<file path="config.mk">
export PLATFORM = sky130hd
export DESIGN_NAME = window_popcount_flat
export DESIGN_NICKNAME = d
export VERILOG_FILES = /design/src/rtl/window_popcount_if.sv /design/src/rtl/window_popcount.sv /design/src/flat_wrapper.sv
export SDC_FILE = /design/constraint.sdc
export NUM_CORES = 1
export LEC_CHECK = 0
export BUFFER_PORTS_ARGS = -buffer_cell sky130_fd_sc_hd__buf_4
export CAP_MARGIN = 20
export CORE_AREA = 2 2 73 75
export DETAILED_ROUTE_END_ITERATION = 6
export DIE_AREA = 0 0 75 77
export PLACE_DENSITY_LB_ADDON = 0.15
export SLEW_MARGIN = 20
export SYNTH_ARGS = -nofsm -noshare
export SYNTH_HDL_FRONTEND = slang
export SYNTH_SLANG_ARGS = --single-unit
</file>
<file path="constraint.sdc">
create_clock -name clk -period 8.4 [get_ports clk]
set_input_delay 0.42 -clock clk [delete_from_list [all_inputs] [get_ports clk]]
set_output_delay 0.42 -clock clk [all_outputs]
set_load 0.01 [all_outputs]
</file>
<file path="src/rtl/window_popcount_if.sv">
// Bus bundle for window_popcount.
//   in_valid / in_data : word strobe and payload, driven by the source
//   clear              : synchronous flush request, driven by the source
//   ones / zeros       : number of ones / zeros currently in the window
//   full               : DEPTH words accepted since the last reset/clear
//   alarm              : hysteresis threshold flag
// master = data source / status consumer, slave = window_popcount.
interface window_popcount_if #(
  parameter int unsigned DATA_W = 8,
  parameter int unsigned DEPTH  = 4
);
  localparam int unsigned CNT_W = $clog2(DATA_W * DEPTH + 1);

  logic              in_valid;
  logic [DATA_W-1:0] in_data;
  logic              clear;
  logic [CNT_W-1:0]  ones;
  logic [CNT_W-1:0]  zeros;
  logic              full;
  logic              alarm;

  modport master (
    output in_valid, in_data, clear,
    input  ones, zeros, full, alarm
  );

  modport slave (
    input  in_valid, in_data, clear,
    output ones, zeros, full, alarm
  );
endinterface

</file>
<file path="src/rtl/window_popcount.sv">
// Sliding-window bit counter.
// Keeps the last DEPTH accepted words and reports the ones/zeros they hold,
// a window-full flag and a hysteresis alarm (set at ones >= THR_HI, cleared
// at ones <= THR_LO).
//   clk   : rising-edge clock
//   rst_n : synchronous active-low reset
//   bus   : window_popcount_if slave (in_valid, in_data, clear in;
//           ones, zeros, full, alarm out)
// Pipeline: accept edge registers popcounts of the new and evicted word,
// next edge applies the incremental update to ones/full, the edge after
// that moves the alarm.
module window_popcount #(
  parameter int unsigned DATA_W = 8,
  parameter int unsigned DEPTH  = 4,
  parameter int unsigned THR_HI = 24,
  parameter int unsigned THR_LO = 8
) (
  input  logic             clk,
  input  logic             rst_n,
  window_popcount_if.slave bus
);

  localparam int unsigned TOTAL  = DATA_W * DEPTH;
  localparam int unsigned CNT_W  = $clog2(TOTAL + 1);
  localparam int unsigned PC_W   = $clog2(DATA_W + 1);
  localparam int unsigned FILL_W = $clog2(DEPTH + 1);

  localparam logic [CNT_W-1:0]  TOTAL_C  = CNT_W'(TOTAL);
  localparam logic [CNT_W-1:0]  THR_HI_C = CNT_W'(THR_HI);
  localparam logic [CNT_W-1:0]  THR_LO_C = CNT_W'(THR_LO);
  localparam logic [FILL_W-1:0] DEPTH_C  = FILL_W'(DEPTH);

  typedef enum logic {IDLE, ARMED} state_e;

  function automatic logic [PC_W-1:0] popcnt(input logic [DATA_W-1:0] w);
    logic [PC_W-1:0] n;
    n = '0;
    for (int unsigned i = 0; i < DATA_W; i++) n = n + PC_W'(w[i]);
    return n;
  endfunction

  logic [DATA_W-1:0] win_q [DEPTH];
  logic [DATA_W-1:0] win_d [DEPTH];
  logic [PC_W-1:0]   pc_new_q, pc_new_d;
  logic [PC_W-1:0]   pc_old_q, pc_old_d;
  logic              s1_vld_q, s1_vld_d;
  logic [CNT_W-1:0]  ones_q, ones_d;
  logic [FILL_W-1:0] fill_q, fill_d;
  state_e            state_q, state_d;
  logic signed [CNT_W:0] sum;

  // Shift and stage-1 capture. The evicted word is read from win_q before
  // the shift, so shift and accumulate proceed independently each cycle.
  always_comb begin
    win_d    = win_q;
    pc_new_d = pc_new_q;
    pc_old_d = pc_old_q;
    s1_vld_d = bus.in_valid;
    if (bus.in_valid) begin
      win_d[0] = bus.in_data;
      for (int unsigned i = 1; i < DEPTH; i++) win_d[i] = win_q[i-1];
      pc_new_d = popcnt(bus.in_data);
      pc_old_d = popcnt(win_q[DEPTH-1]);
    end
  end

  // Incremental accumulate; the signed sum never leaves 0..TOTAL, so the
  // low CNT_W bits are the exact result.
  always_comb begin
    sum    = $signed({1'b0, ones_q})
           + $signed((CNT_W+1)'(pc_new_q))
           - $signed((CNT_W+1)'(pc_old_q));
    ones_d = ones_q;
    fill_d = fill_q;
    if (s1_vld_q) begin
      ones_d = sum[CNT_W-1:0];
      if (fill_q != DEPTH_C) fill_d = fill_q + 1'b1;
    end
  end

  // Alarm next state, evaluated on the registered count.
  always_comb begin
    state_d = state_q;
    unique case (state_q)
      IDLE:    if (ones_q >= THR_HI_C) state_d = ARMED;
      ARMED:   if (ones_q <= THR_LO_C) state_d = IDLE;
      default: state_d = IDLE;
    endcase
  end

  always_ff @(posedge clk) begin
    if (!rst_n || bus.clear) begin
      win_q    <= '{default: '0};
      pc_new_q <= '0;
      pc_old_q <= '0;
      s1_vld_q <= 1'b0;
      ones_q   <= '0;
      fill_q   <= '0;
      state_q  <= IDLE;
    end else begin
      win_q    <= win_d;
      pc_new_q <= pc_new_d;
      pc_old_q <= pc_old_d;
      s1_vld_q <= s1_vld_d;
      ones_q   <= ones_d;
      fill_q   <= fill_d;
      state_q  <= state_d;
    end
  end

  assign bus.ones  = ones_q;
  assign bus.zeros = TOTAL_C - ones_q;
  assign bus.full  = (fill_q == DEPTH_C);
  assign bus.alarm = (state_q == ARMED);

endmodule

</file>
<file path="src/flat_wrapper.sv">
// flat-port wrapper written by rule: the top's interface ports become plain ports
module window_popcount_flat 
#(
  parameter int unsigned DATA_W = 8,
  parameter int unsigned DEPTH  = 4,
  parameter int unsigned THR_HI = 24,
  parameter int unsigned THR_LO = 8
)
  (clk, rst_n, bus_in_valid, bus_in_data, bus_clear, bus_ones, bus_zeros, bus_full, bus_alarm);
  window_popcount_if #(.DATA_W(DATA_W), .DEPTH(DEPTH)) bus_i ();
  input  logic clk;
  input  logic rst_n;
  input wire logic [$bits(bus_i.in_valid)-1:0] bus_in_valid;
  input wire logic [$bits(bus_i.in_data)-1:0] bus_in_data;
  input wire logic [$bits(bus_i.clear)-1:0] bus_clear;
  output wire logic [$bits(bus_i.ones)-1:0] bus_ones;
  output wire logic [$bits(bus_i.zeros)-1:0] bus_zeros;
  output wire logic [$bits(bus_i.full)-1:0] bus_full;
  output wire logic [$bits(bus_i.alarm)-1:0] bus_alarm;
  assign bus_i.in_valid = bus_in_valid;
  assign bus_i.in_data = bus_in_data;
  assign bus_i.clear = bus_clear;
  assign bus_ones = bus_i.ones;
  assign bus_zeros = bus_i.zeros;
  assign bus_full = bus_i.full;
  assign bus_alarm = bus_i.alarm;
  window_popcount #(.DATA_W(DATA_W), .DEPTH(DEPTH), .THR_HI(THR_HI), .THR_LO(THR_LO)) u_core (.clk(clk), .rst_n(rst_n), .bus(bus_i));
endmodule
</file>
# Word-level counts from Yosys, hierarchy flattened
# Index checks and enable logic that the tools add are counted.
# Widths: inputs -> output; s select.
[classes] n_addsub=18 order_cmp=2 eq_ne=2 muxes=3 bitwise=1 reduce_logical=3
[op_table] cell="$add 4x1->4" count=12
[op_table] cell="$add 6x4->6" count=1
[op_table] cell="$ge 6x5->1 const B" count=1
[op_table] cell="$le 6x4->1 const B" count=1
[op_table] cell="$sub 6x5->6" count=1
[op_table] cell="$sub 6x6->6 const A" count=1
[op_table] cell="$add 1x1->2" count=2
[op_table] cell="$add 3x1->3 const B" count=1
[op_table] cell="$eq 3x3->1 const B" count=1
[op_table] cell="$ne 3x3->1 const B" count=1
[op_table] cell="$mux 1" count=2
[op_table] cell="$pmux 1 s2" count=1
[op_table] cell="$reduce_and 2->1" count=1
[op_table] cell="$logic_not 1->1" count=1
[op_table] cell="$logic_or 1x1->1" count=1
[op_table] cell="$not 1->1" count=1
[totals] register_bits=51 inputBits=12

# Depth between registers and ports, before layout
# Gate-level depths: netlist of the first run.
[depth] depth_word=7 ltp_mapped=11 ltp_nobuf=11

# Worst setup path after synthesis of the first run
# Ideal clock, no wire load.
[synth_path] path_kind="input to register" from="input port bus_in_data[0]" to="register u_core.pc_new_q[1]" setup_time_ns=0.086 arrival_time_ns=2.722 required_time_ns=8.314 path_slack_ns=5.592 path_stages=9 path_buffers=0 path_cell_list="ha_1 -> inv_1 -> fa_1 -> fa_1 -> inv_1 -> fa_1 -> inv_1 -> fa_1 -> a211oi_1"
[synth_between] elab_chain_len=7
[synth_lines] element="from (decl)" line_no="flat_wrapper.sv:14" text="input wire logic [$bits(bus_i.in_data)-1:0] bus_in_data;"
[synth_lines] element="$add 1x1->2" line_no="window_popcount.sv:38" text="for (int unsigned i = 0; i < DATA_W; i++) n = n + PC_W'(w[i]);"
[synth_lines] element="$add 4x1->4 (6 in series)" line_no="window_popcount.sv:38"
[synth_lines] element="to (signal assigned)" line_no="window_popcount.sv:102" text="pc_new_q <= pc_new_d;"
[synth_lines] element="to (decl)" line_no="window_popcount.sv:44" text="logic [PC_W-1:0] pc_new_q, pc_new_d;"
# No other way between the ends.
# A chain may end at the register's enable or synchronous reset.

# Worst setup path after layout of the first run
[layout_path] from="register u_core.win_q[0] (netlist bit)" to="register u_core.pc_old_q[2]"
[layout_between] elab_chain_len=7
[layout_lines] element="from (decl)" line_no="window_popcount.sv:42" text="logic [DATA_W-1:0] win_q [DEPTH];"
[layout_lines] element="from (signal assigned)" line_no="window_popcount.sv:101" text="win_q <= win_d;"
[layout_lines] element="$add 1x1->2" line_no="window_popcount.sv:38"
[layout_lines] element="$add 4x1->4 (6 in series)" line_no="window_popcount.sv:38"
[layout_lines] element="to (signal assigned)" line_no="window_popcount.sv:103" text="pc_old_q <= pc_old_d;"
[layout_lines] element="to (decl)" line_no="window_popcount.sv:45" text="logic [PC_W-1:0] pc_old_q, pc_old_d;"
# No other way between the ends.

==> results of run 1 <==
==> routing by layer <==
metal | share of wire | global-route usage
met5 | 0 | 0
met4 | 0.012 | 0.0536
met3 | 0.030 | 0.0342
met2 | 0.47 | 0.264
met1 | 0.49 | 0.234
==> cells by family after synthesis <==
group	after synthesis
AND/OR/NAND/NOR	69
buffers and inverters	53
flip-flops	51
multiplexers	38
adder cells (fa/ha/maj)	30
AO/OA/AOI/OAI	25
XOR/XNOR	8
==> cells in the mapped netlist (all sizes together) (2+ instances only) <==
master / n / area [sq um]
dfxtp: 51 / 1020
nor2: 47 / 176
inv: 41 / 154
mux2i: 38 / 380
ha: 18 / 225
fa: 12 / 240
buf: 11 / 65.1
xnor2: 8 / 70.1
a211oi: 5 / 37.5
a21oi: 5 / 25.0
nand2b: 5 / 31.3
and2: 3 / 18.8
nor3: 3 / 20.0
o211ai: 3 / 22.5
a21boi: 2 / 18.8
and3: 2 / 12.5
or3: 2 / 12.5
==> layout by cell type, fill, tap and decap left out, types with 6 or more instances in the layout <==
cell / n
fa_1: 12
inv_1: 41
ha_1: 18
mux2i_1: 38
clkbuf_8: 6
buf_4: 26
dfxtp_1: 51
xnor2_1: 8
nor2_1: 47
==> worst max-delay path by stage <==
stage,endpoint,slack [ns]
after CTS,u_core.pc_old_q[2]$_SDFFE_PP0P_,5.57
after global routing,u_core.pc_old_q[2]$_SDFFE_PP0P_,5.42
after detailed placement,u_core.pc_new_q[1]$_SDFFE_PP0P_,5.37
final,u_core.pc_old_q[2]$_SDFFE_PP0P_,5.55
after global placement,u_core.pc_new_q[1]$_SDFFE_PP0P_,5.43
after floorplan,u_core.pc_new_q[1]$_SDFFE_PP0P_,5.59
==> layout make-up <==
| type | instances | area [sq um] | share of cell area |
|---|---|---|---|
| clock buffer | 6 | 82.6 | 0.0275 |
| clock inverter | 2 | 38.8 | 0.0129 |
| inverter | 41 | 154 | 0.0512 |
| multi-input combinational | 170 | 1430 | 0.474 |
| sequential | 51 | 1020 | 0.340 |
| tap | 70 | 87.6 | 0.0292 |
| timing repair buffer | 26 | 195 | 0.0650 |
==> state kept, by name (all words and copies together) (netlist names) <==
register          flops
u_core.bus.alarm      1
u_core.bus.ones       6
u_core.fill_q         3
u_core.pc_new_q       4
u_core.pc_old_q       4
u_core.s1_vld_q       1
u_core.win_q         32
==> critical path: cells and delay by family, from the launching register on <==
kind | cells | cell delay [ns]
XOR/XNOR | 1 | 0.14
AND/OR/NAND/NOR | 1 | 0.05
flip-flops | 1 | 0.33
adder cells (fa/ha/maj) | 5 | 2.01
buffers and inverters | 1 | 0.04
multiplexers | 1 | 0.16
==> power breakdown <==
part	total [uW]	internal (uW)	switching, uW
combinational	71.8	33.4	38.4
clock	180	98.0	81.5
sequential	249	246	3.66
==> stage by stage <==
step | cell area, sq um | utilization
after floorplan | 2670 | -
after global placement | 2880 | 0.579
after detailed placement | 2880 | 0.579
after CTS | 3000 | 0.604
after global routing | 3000 | 0.604
final | 3000 | 0.604
==> run metrics, run 1 <==
Most common cell on crit path=fa_1; clock sink total=51; worst hold start=bus_in_data[7]; number of synthesized flops with an enable pin=0; H-tree depth=2; vias in the first global route=1705; die height=77 um; crit path cell chain=ha_1, inv_1, fa_1, fa_1, fa_1, fa_1, xnor2_1, mux2i_1, nor2_1; DR DRC count=0; Reg clk slew, reported paths=0.10 ns; IO buf count=25; total CTS buffers=5; Final setup viols=0; min Tclk post-route=2.85 ns; Power Total=501 uW; Inserted Diodes=0; Slew Limit Fails=0; CP Capture Type=register; TritonCTS clock tree=done; outcome=finished, final reports clean; count of final hold-check violations=0; Hold Path End=u_core.win_q[31]$_SDFFE_PP0P_; Crit Path Max Fanout=2; Finished Layout Cells=366; Synth Area in Compound Gates=0.0703; RSZ-0062 raised after global routing=false; Mapped Area=0.00267 sq mm; Starting Density=0.536; Leakage Power=0.00131 uW; Synth Area in Simple Gates=0.120; grt ovf=0; reg-to-reg startpoint=u_core.win_q[0]$_SDFFE_PP0P_; io pins=26; Fmax=351 MHz; Layout Area Growth over Synthesis=12.6%; DR vias=1823; Post-CTS Setup Bufs=0; Yosys warning total=0; hold_ws=0.365 ns; PwrDens=167 mW/mm^2; dpl ws=5.37 ns; dpl cells=358; Routed WL=4310 um; Slew HR=0.561; drt pass-1 iters=4; first-pass GRT wire length=7690 um; Min-Delay Path Class=primary input to register; CTS hold repair buffers=0; Clock Root Buffer=clkbuf_8; FFs w/ async S/R, synth=0; Data arrival, critical path=3.03 ns; via/cell ratio=4.98; Initial DRC Count=69; Peak VDD IR=0.111 mV; initial antenna violation count=0; Final Wtd Congestion=0.832; Setup TNS Final=0 ns; clock buffer depth=2; WP data required=8.58 ns; HPWL Detailed=3140 um; antenna-violating nets left=0; Hold Path Cell Cnt=3; Synth Instances=274; Yosys reg bits=51; Tightest Pin Transition=0.659 ns; # nets final=337; Chip Width=75 um; final worst setup slack=5.55 ns; Total GRT Usage=0.170; flop-to-flop setup slack=5.55 ns; fill cell count=449; RR Endpoint=u_core.pc_old_q[2]$_SDFFE_PP0P_; PostCTS Resize Cnt=0; DR WL/cell=11.8 um; syn_nets=316; slowest CP cell=fa_1; slowest stage delay, CP=0.49 ns; Crit. Startpoint=u_core.win_q[0]$_SDFFE_PP0P_; ratio of final minimum period to clock period=0.339; critical path type=register to register; core area=0.00498 sq mm; worst-case clock skew=0.00923 ns; worst-skew pair later-pin latency=0.30 ns; Adder-Cell Fraction of Synth Area=0.174; Cell Rows=26; share of layout cells above drive strength 1=0.122; synth unique cells=38; startpoint types=register; Post-Synth XOR/XNOR Area=0.0263; Most used DFF post-synth=dfxtp_1; sequential area share after synthesis=0.383; Avg Cell Area, Syn=9.74 sq um; post-synthesis mux area share=0.143; MaxCap Viol Count=0; FF-to-FF path depth=9; die area=0.00578 sq mm; largest net degree at the start of global routing=49; main combinational cell family by area after synthesis=adder cells
Note: power is estimated with default switching activity, not from simulation.
==> run 2: changes to the inputs <==
==> constraint.sdc (replaced) <==
create_clock -name clk -period 2.7 [get_ports clk]
set_input_delay 0.135 -clock clk [delete_from_list [all_inputs] [get_ports clk]]
set_output_delay 0.135 -clock clk [all_outputs]
set_load 0.01 [all_outputs]
==> run 2 against run 1 <==
Compared with the run above:
- via count decreased by 0.88%
- global-route usage increased by 0.31 points
- sequential power increased to 3.1 times the previous value
- hold slack got worse by 0.29 ns
- utilization decreased by 0.18 points
- critical path depth unchanged
- combinational power increased to 3.1 times the previous value
- largest cell class unchanged
==> run metrics, run 2 (same netlist as run 1, synthesis figures left out) <==
Worst path top cell family by delay=adder cells; Data arrival, critical path=2.87 ns (-0.16 ns); Tightest Pin Transition=0.668 ns (+0.00919 ns); IO buf count=25 (unchanged); Reg clk slew, reported paths=0.09 ns (about the same); total CTS buffers=5 (unchanged); switching share of power=0.264 (+0.0172); Psw=377 uW (+200%); drt pass-1 iters=4 (unchanged); Largest Register=u_core.win_q; Fmax=372 MHz (+6.0%); PwrDens=476 mW/mm^2 (+190%); combinational power share=0.155 (+0.012); Layout Area Growth over Synthesis=12.2%; min Tclk post-route=2.69 ns (-0.161 ns); most common cell after layout, fill and taps aside=dfxtp_1; met1 Resource Use GR=0.206 (-0.0280); worst-skew pair later-pin latency=0.30 ns (about the same); crit path cell chain=ha_4, inv_2, fa_1, fa_1, fa_2, fa_2, xnor2_1, mux2i_1, nor2_1; flop-to-flop setup slack=0.01 ns (-5.54 ns); Inserted Diodes=0 (unchanged); Routed WL=4340 um (+0.58%); Total GRT Usage=0.173 (+0.00314); Clock Root Buffer=clkbuf_8; final core utilization=0.602 (-0.00176); part of the power in registers=0.543 (+0.045); largest net degree at the start of global routing=47 (-4.1%); startpoint types=register; cell internal pwr=1050 uW (+180%); M2 GR Usage=0.301 (+0.0368); most frequent cells in the layout=dfxtp_1, nor2_1, inv_1; vias in the first global route=1859 (+9.0%); die area=0.00578 sq mm (unchanged); Regs by FF count=u_core.win_q: 32 flops, u_core.bus.ones: 6 flops; M3 GR Usage=0.0342 (unchanged); Hold Path Cell Cnt=3 (unchanged); worst-case clock skew=0.00327 ns (-0.00596 ns); busiest grt layer=met2; count of final hold-check violations=0 (unchanged); dpl ws=-0.0928 ns (-5.46 ns); initial antenna violation count=0 (unchanged); Min-Delay Path Class=primary input to register; CP Buf/Inv Count=1 (unchanged); Setup TNS Final=0 ns (unchanged); FF-to-FF path depth=9 (unchanged); H-tree depth=2 (unchanged); worst hold start=bus_in_data[2]; MaxCap Viol Count=0 (unchanged); Crit path depth=9 (unchanged); share of layout cells above drive strength 1=0.145 (+0.0236); slowest stage delay, CP=0.48 ns (about the same); DR WL/cell=11.8 um (+0.58%); dpl cells=358 (unchanged); hold_ws=0.0749 ns (-0.290 ns); final worst setup slack=0.0145 ns (-5.54 ns); DR vias=1807 (-0.88%); HPWL Detailed=3220 um (+2.5%); clock share of power=0.301 (-0.058); grt ovf=0 (unchanged); clock sink total=51 (unchanged); io pins=26 (unchanged); Starting Density=0.536 (unchanged); CTS hold repair buffers=0 (unchanged); die height=77 um (unchanged); CP Capture Type=register; Peak VDD IR=0.305 mV (+170%); first-pass GRT wire length=7820 um (+1.6%); Crit Path Max Fanout=2 (unchanged); RR Endpoint=u_core.pc_old_q[2]$_SDFFE_PP0P_; Final setup viols=0 (unchanged); via/cell ratio=4.94 (-0.88%); outcome=finished, final reports clean; DR DRC count=0 (unchanged); Chip Width=75 um (unchanged); Hold Path End=u_core.win_q[26]$_SDFFE_PP0P_; Final Wtd Congestion=0.786 (-5.5%); Leakage Power=0.00130 uW (-0.91%); slowest CP cell=fa_1; core area=0.00498 sq mm (unchanged); Finished Layout Cells=366 (unchanged); RSZ-0062 raised after global routing=true; # nets final=337 (unchanged); Cell Rows=26 (unchanged); Slew HR=0.554 (-0.00613); Initial DRC Count=43 (-38%); clock buffer depth=2 (unchanged); critical path type=register to register; Slew Limit Fails=0 (unchanged); WP data required=2.88 ns (-5.70 ns); antenna-violating nets left=0 (unchanged); reg-to-reg startpoint=u_core.win_q[1]$_SDFFE_PP0P_; ratio of final minimum period to clock period=0.995 (+0.656); TritonCTS clock tree=done; max reg flops=32 (unchanged)
==> run 2: cell types whose count changed in the layout (fill, tap and decap cells not counted), sizes merged <==
cell | previous run | this run
bufinv | 1 | 0
clkbuf | 6 | 5
clkinv | 0 | 2
==> run 2: routing by layer <==
layer | part of all wire | routed length, um
met1 | 0.48 | 2080
met2 | 0.47 | 2060
met3 | 0.031 | 133
met4 | 0.016 | 69
met5 | 0 | 0
==> run 2: cell type report <==
cell class	count	area, sq um
clock buffers	5	68.8
multi-input cells	170	1450
flip-flops and latches	51	1020
fillers	451	1980
clock inverters	3	18.8
inverters	41	154
well taps	70	87.6
repair buffers	26	195
==> run 2: how the worst max path moves through the flow <==
stage                            startpoint                              end  slack (ns)
2_1_floorplan  u_core.win_q[0]$_SDFFE_PP0P_  u_core.pc_old_q[2]$_SDFFE_PP0P_        0.02
3_3_place_gp   u_core.win_q[0]$_SDFFE_PP0P_  u_core.pc_old_q[2]$_SDFFE_PP0P_       -0.04
3_5_place_dp   u_core.win_q[0]$_SDFFE_PP0P_  u_core.pc_old_q[2]$_SDFFE_PP0P_       -0.09
4_1_cts        u_core.win_q[0]$_SDFFE_PP0P_  u_core.pc_old_q[2]$_SDFFE_PP0P_       -0.02
5_1_grt        u_core.win_q[1]$_SDFFE_PP0P_  u_core.pc_old_q[2]$_SDFFE_PP0P_       -0.06
6_report       u_core.win_q[1]$_SDFFE_PP0P_  u_core.pc_old_q[2]$_SDFFE_PP0P_        0.01
==> run 2: what timing repair did <==
| action | 4_1_cts | 5_1_grt |
|---|---|---|
| endpoints found under the hold margin | 0 | 0 |
| setup buffers | 0 | 0 |
| resized for setup | 2 | 5 |
| pin swaps | 0 | 1 |
| setup endpoints to repair | 2 | 2 |
==> run 2: worst min-delay path, stage by stage <==
cell	delay [ns]
buf_4	0.08
mux2i_1	0.05
nor2_1	0.07
==> run 2: power groups by stage <==
stage	Clock (uW)	Combinational (uW)	Sequential (uW)
after CTS	447	224	776
after global routing	476	258	778
after floorplan	0	169	790
after detailed placement	0	223	793
after global placement	0	219	793
final	430	221	775
==> run 2: through the flow <==
step | total power (uW) | instance area [sq um]
floorplan | 959 | 2670
global placement | 1010 | 2880
detailed placement | 1020 | 2880
CTS | 1450 | 2980
global route | 1510 | 3000
finish | 1430 | 3000
==> run 3: changes to the inputs <==
--- a/config.mk
+++ b/config.mk
@@ -7,9 +7,9 @@
 export LEC_CHECK = 0
 export BUFFER_PORTS_ARGS = -buffer_cell sky130_fd_sc_hd__buf_4
 export CAP_MARGIN = 20
-export CORE_AREA = 2 2 73 75
+export CORE_AREA = 2 2 98 100
 export DETAILED_ROUTE_END_ITERATION = 6
-export DIE_AREA = 0 0 75 77
+export DIE_AREA = 0 0 100 102
 export PLACE_DENSITY_LB_ADDON = 0.15
 export SLEW_MARGIN = 20
 export SYNTH_ARGS = -nofsm -noshare
==> run 3 against run 2 <==
Compared with the run above:
- the run now ends with setup timing left
- register-to-register slack got worse by 0.03 ns
- die area is 77% higher
- cell count is 11% higher
- sequential share of layout area shrank 0.77 points
- via count is 1.1% lower
- critical path depth is the same
- largest power group unchanged
==> run metrics, run 3 (same netlist as run 1, synthesis figures left out) <==
Layout Area Growth over Synthesis=14.8%; Slew HR=0.545 (-0.00906); Clock Root Buffer=clkbuf_8; RSZ-0062 raised after global routing=true; worst-case clock skew=0.0109 ns (+0.00763 ns); Total GRT Usage=0.101 (-0.0713); total CTS buffers=5 (unchanged); Final Wtd Congestion=0.739 (-6.0%); DR vias=1787 (-1.1%); die area=0.0102 sq mm (+77%); Min-Delay Path Class=primary input to register; Initial DRC Count=56 (+30%); Starting Density=0.293 (-0.243); area of placed instances=0.00294 sq mm (+1.9%); post-route cell area=0.00306 sq mm (+2.3%); slowest CP cell=fa_1; ratio of final minimum period to clock period=1.00 (+0.00976); io pins=26 (unchanged); max reg flops=32 (unchanged); clock sink total=51 (unchanged); Inserted Diodes=0 (unchanged); Peak VDD IR=0.275 mV (-9.8%); fill cell count=978 (+120%); die height=102 um (+32%); Chip Width=100 um (+33%); clock buffer depth=2 (unchanged); MaxCap Viol Count=0 (unchanged); Largest Register=u_core.win_q; final worst setup slack=-0.0119 ns (-0.0264 ns); TritonCTS clock tree=done; CP Capture Type=register; # nets final=338 (+0.30%); slowest stage delay, CP=0.49 ns (about the same); Leakage Power=0.00130 uW (+0.41%); via/cell ratio=4.38 (-11%); H-tree depth=2 (unchanged); Multi-input gate area=0.00145 sq mm (+0.17%); largest net degree at the start of global routing=47 (unchanged); outcome=complete, but fails checks; final core utilization=0.336 (-0.265); first-pass GRT wire length=8270 um (+5.7%); Routed WL=4640 um (+6.9%); Finished Layout Cells=408 (+11%); antenna-violating nets left=0 (unchanged); Slew Limit Fails=0 (unchanged); most frequent cells in the layout=dfxtp_1, nor2_1, inv_1; startpoint types=register; vias in the first global route=1704 (-8.3%); grt ovf=0 (unchanged); critical path type=register to register; Fmax=369 MHz (-0.97%); Regs by FF count=u_core.win_q: 32 flops, u_core.bus.ones: 6 flops; most common cell after layout, fill and taps aside=dfxtp_1; initial antenna violation count=0 (unchanged); drt pass-1 iters=4 (unchanged); Reg clk slew, reported paths=0.11 ns (+0.02 ns); failing checks=setup timing; Cell Rows=35 (+35%); Data arrival, critical path=2.90 ns (+0.03 ns); Crit Path Max Fanout=2 (unchanged); dpl cells=399 (+11%); min Tclk post-route=2.71 ns (+0.0264 ns); IO buf count=25 (unchanged); HPWL Detailed=3370 um (+4.8%); DR DRC count=0 (unchanged); DR WL/cell=11.4 um (-4.1%); crit path cell chain=ha_4, inv_2, fa_1, fa_1, fa_2, fa_2, xnor2_1, mux2i_1, nor2_1; Final setup viols=1 (+1); core area=0.00911 sq mm (+83%); worst-skew pair later-pin latency=0.31 ns (about the same); register area=0.00102 sq mm (unchanged); PwrDens=481 mW/mm^2 (+0.96%); share of layout cells above drive strength 1=0.152 (+0.00624); count of final hold-check violations=0 (unchanged); Tightest Pin Transition=0.682 ns (+0.0136 ns); WP data required=2.89 ns (about the same)
==> run 3: path summary, 6_finish.rpt <==
kind                                          end  slack, ns  depth (start not counted)                    startpoint
hold / removal      u_core.win_q[28]$_SDFFE_PP0P_       0.06                          3                bus_in_data[4]
hold reg to reg       u_core.bus.alarm$_SDFF_PP0_       0.48                          1   u_core.bus.alarm$_SDFF_PP0_
setup reg to reg  u_core.pc_old_q[2]$_SDFFE_PP0P_      -0.01                          9  u_core.win_q[1]$_SDFFE_PP0P_
setup / recovery  u_core.pc_old_q[2]$_SDFFE_PP0P_      -0.01                          9  u_core.win_q[1]$_SDFFE_PP0P_
==> run 3: layout make-up <==
type,instances,share of cell area
Clock buffer,5,0.0225
Clock inverter,3,0.00857
Inverter,41,0.0502
Multi-Input combinational cell,170,0.473
Sequential cell,51,0.334
Tap cell,111,0.0453
Timing Repair Buffer,27,0.0661
==> run 3: metrics by stage <==
stage	hold WS, ns	setup slack (ns)	total power (uW)	TNS [ns]
2_1_floorplan	0.282	0.0194	959	0
3_3_place_gp	0.385	-0.0579	1020	-0.0579
3_5_place_dp	0.391	-0.109	1020	-0.183
4_1_cts	0.0517	-0.0318	1500	-0.0318
5_1_grt	0.0643	-0.137	1560	-0.186
6_report	0.0601	-0.0119	1470	-0.0119
==> run 3: layer usage <==
layer	track usage	vias to the layer above	routed length (um)
met5	0	-	0
li1	-	939	-
met3	0.0219	6	181
met1	0.140	810	2350
met2	0.159	32	2030
met4	0.0348	0	72
==> run 3: report_power, final <==
part	switching, uW	total [uW]	internal [uW]
Sequential	10.8	775	765
Combinational	119	223	104
Clock	284	475	191
==> run 3: critical path: cells and delay by family, from the launching register on <==
| family | cells | cell delay, ns |
|---|---|---|
| simple gates | 1 | 0.05 |
| flops | 1 | 0.35 |
| fa+ha+maj | 5 | 1.91 |
| xor+xnor | 1 | 0.12 |
| mux | 1 | 0.12 |
| buf+inv | 1 | 0.03 |
==> run 3: repair_timing <==
| action | CTS | global route |
|---|---|---|
| pin swaps | 1 | 1 |
| hold buffers | 0 | 0 |
| setup buffers | 1 | 0 |
| setup endpoints to repair | 2 | 2 |
| hold endpoints to repair | 0 | 0 |
| gates resized for setup | 3 | 4 |
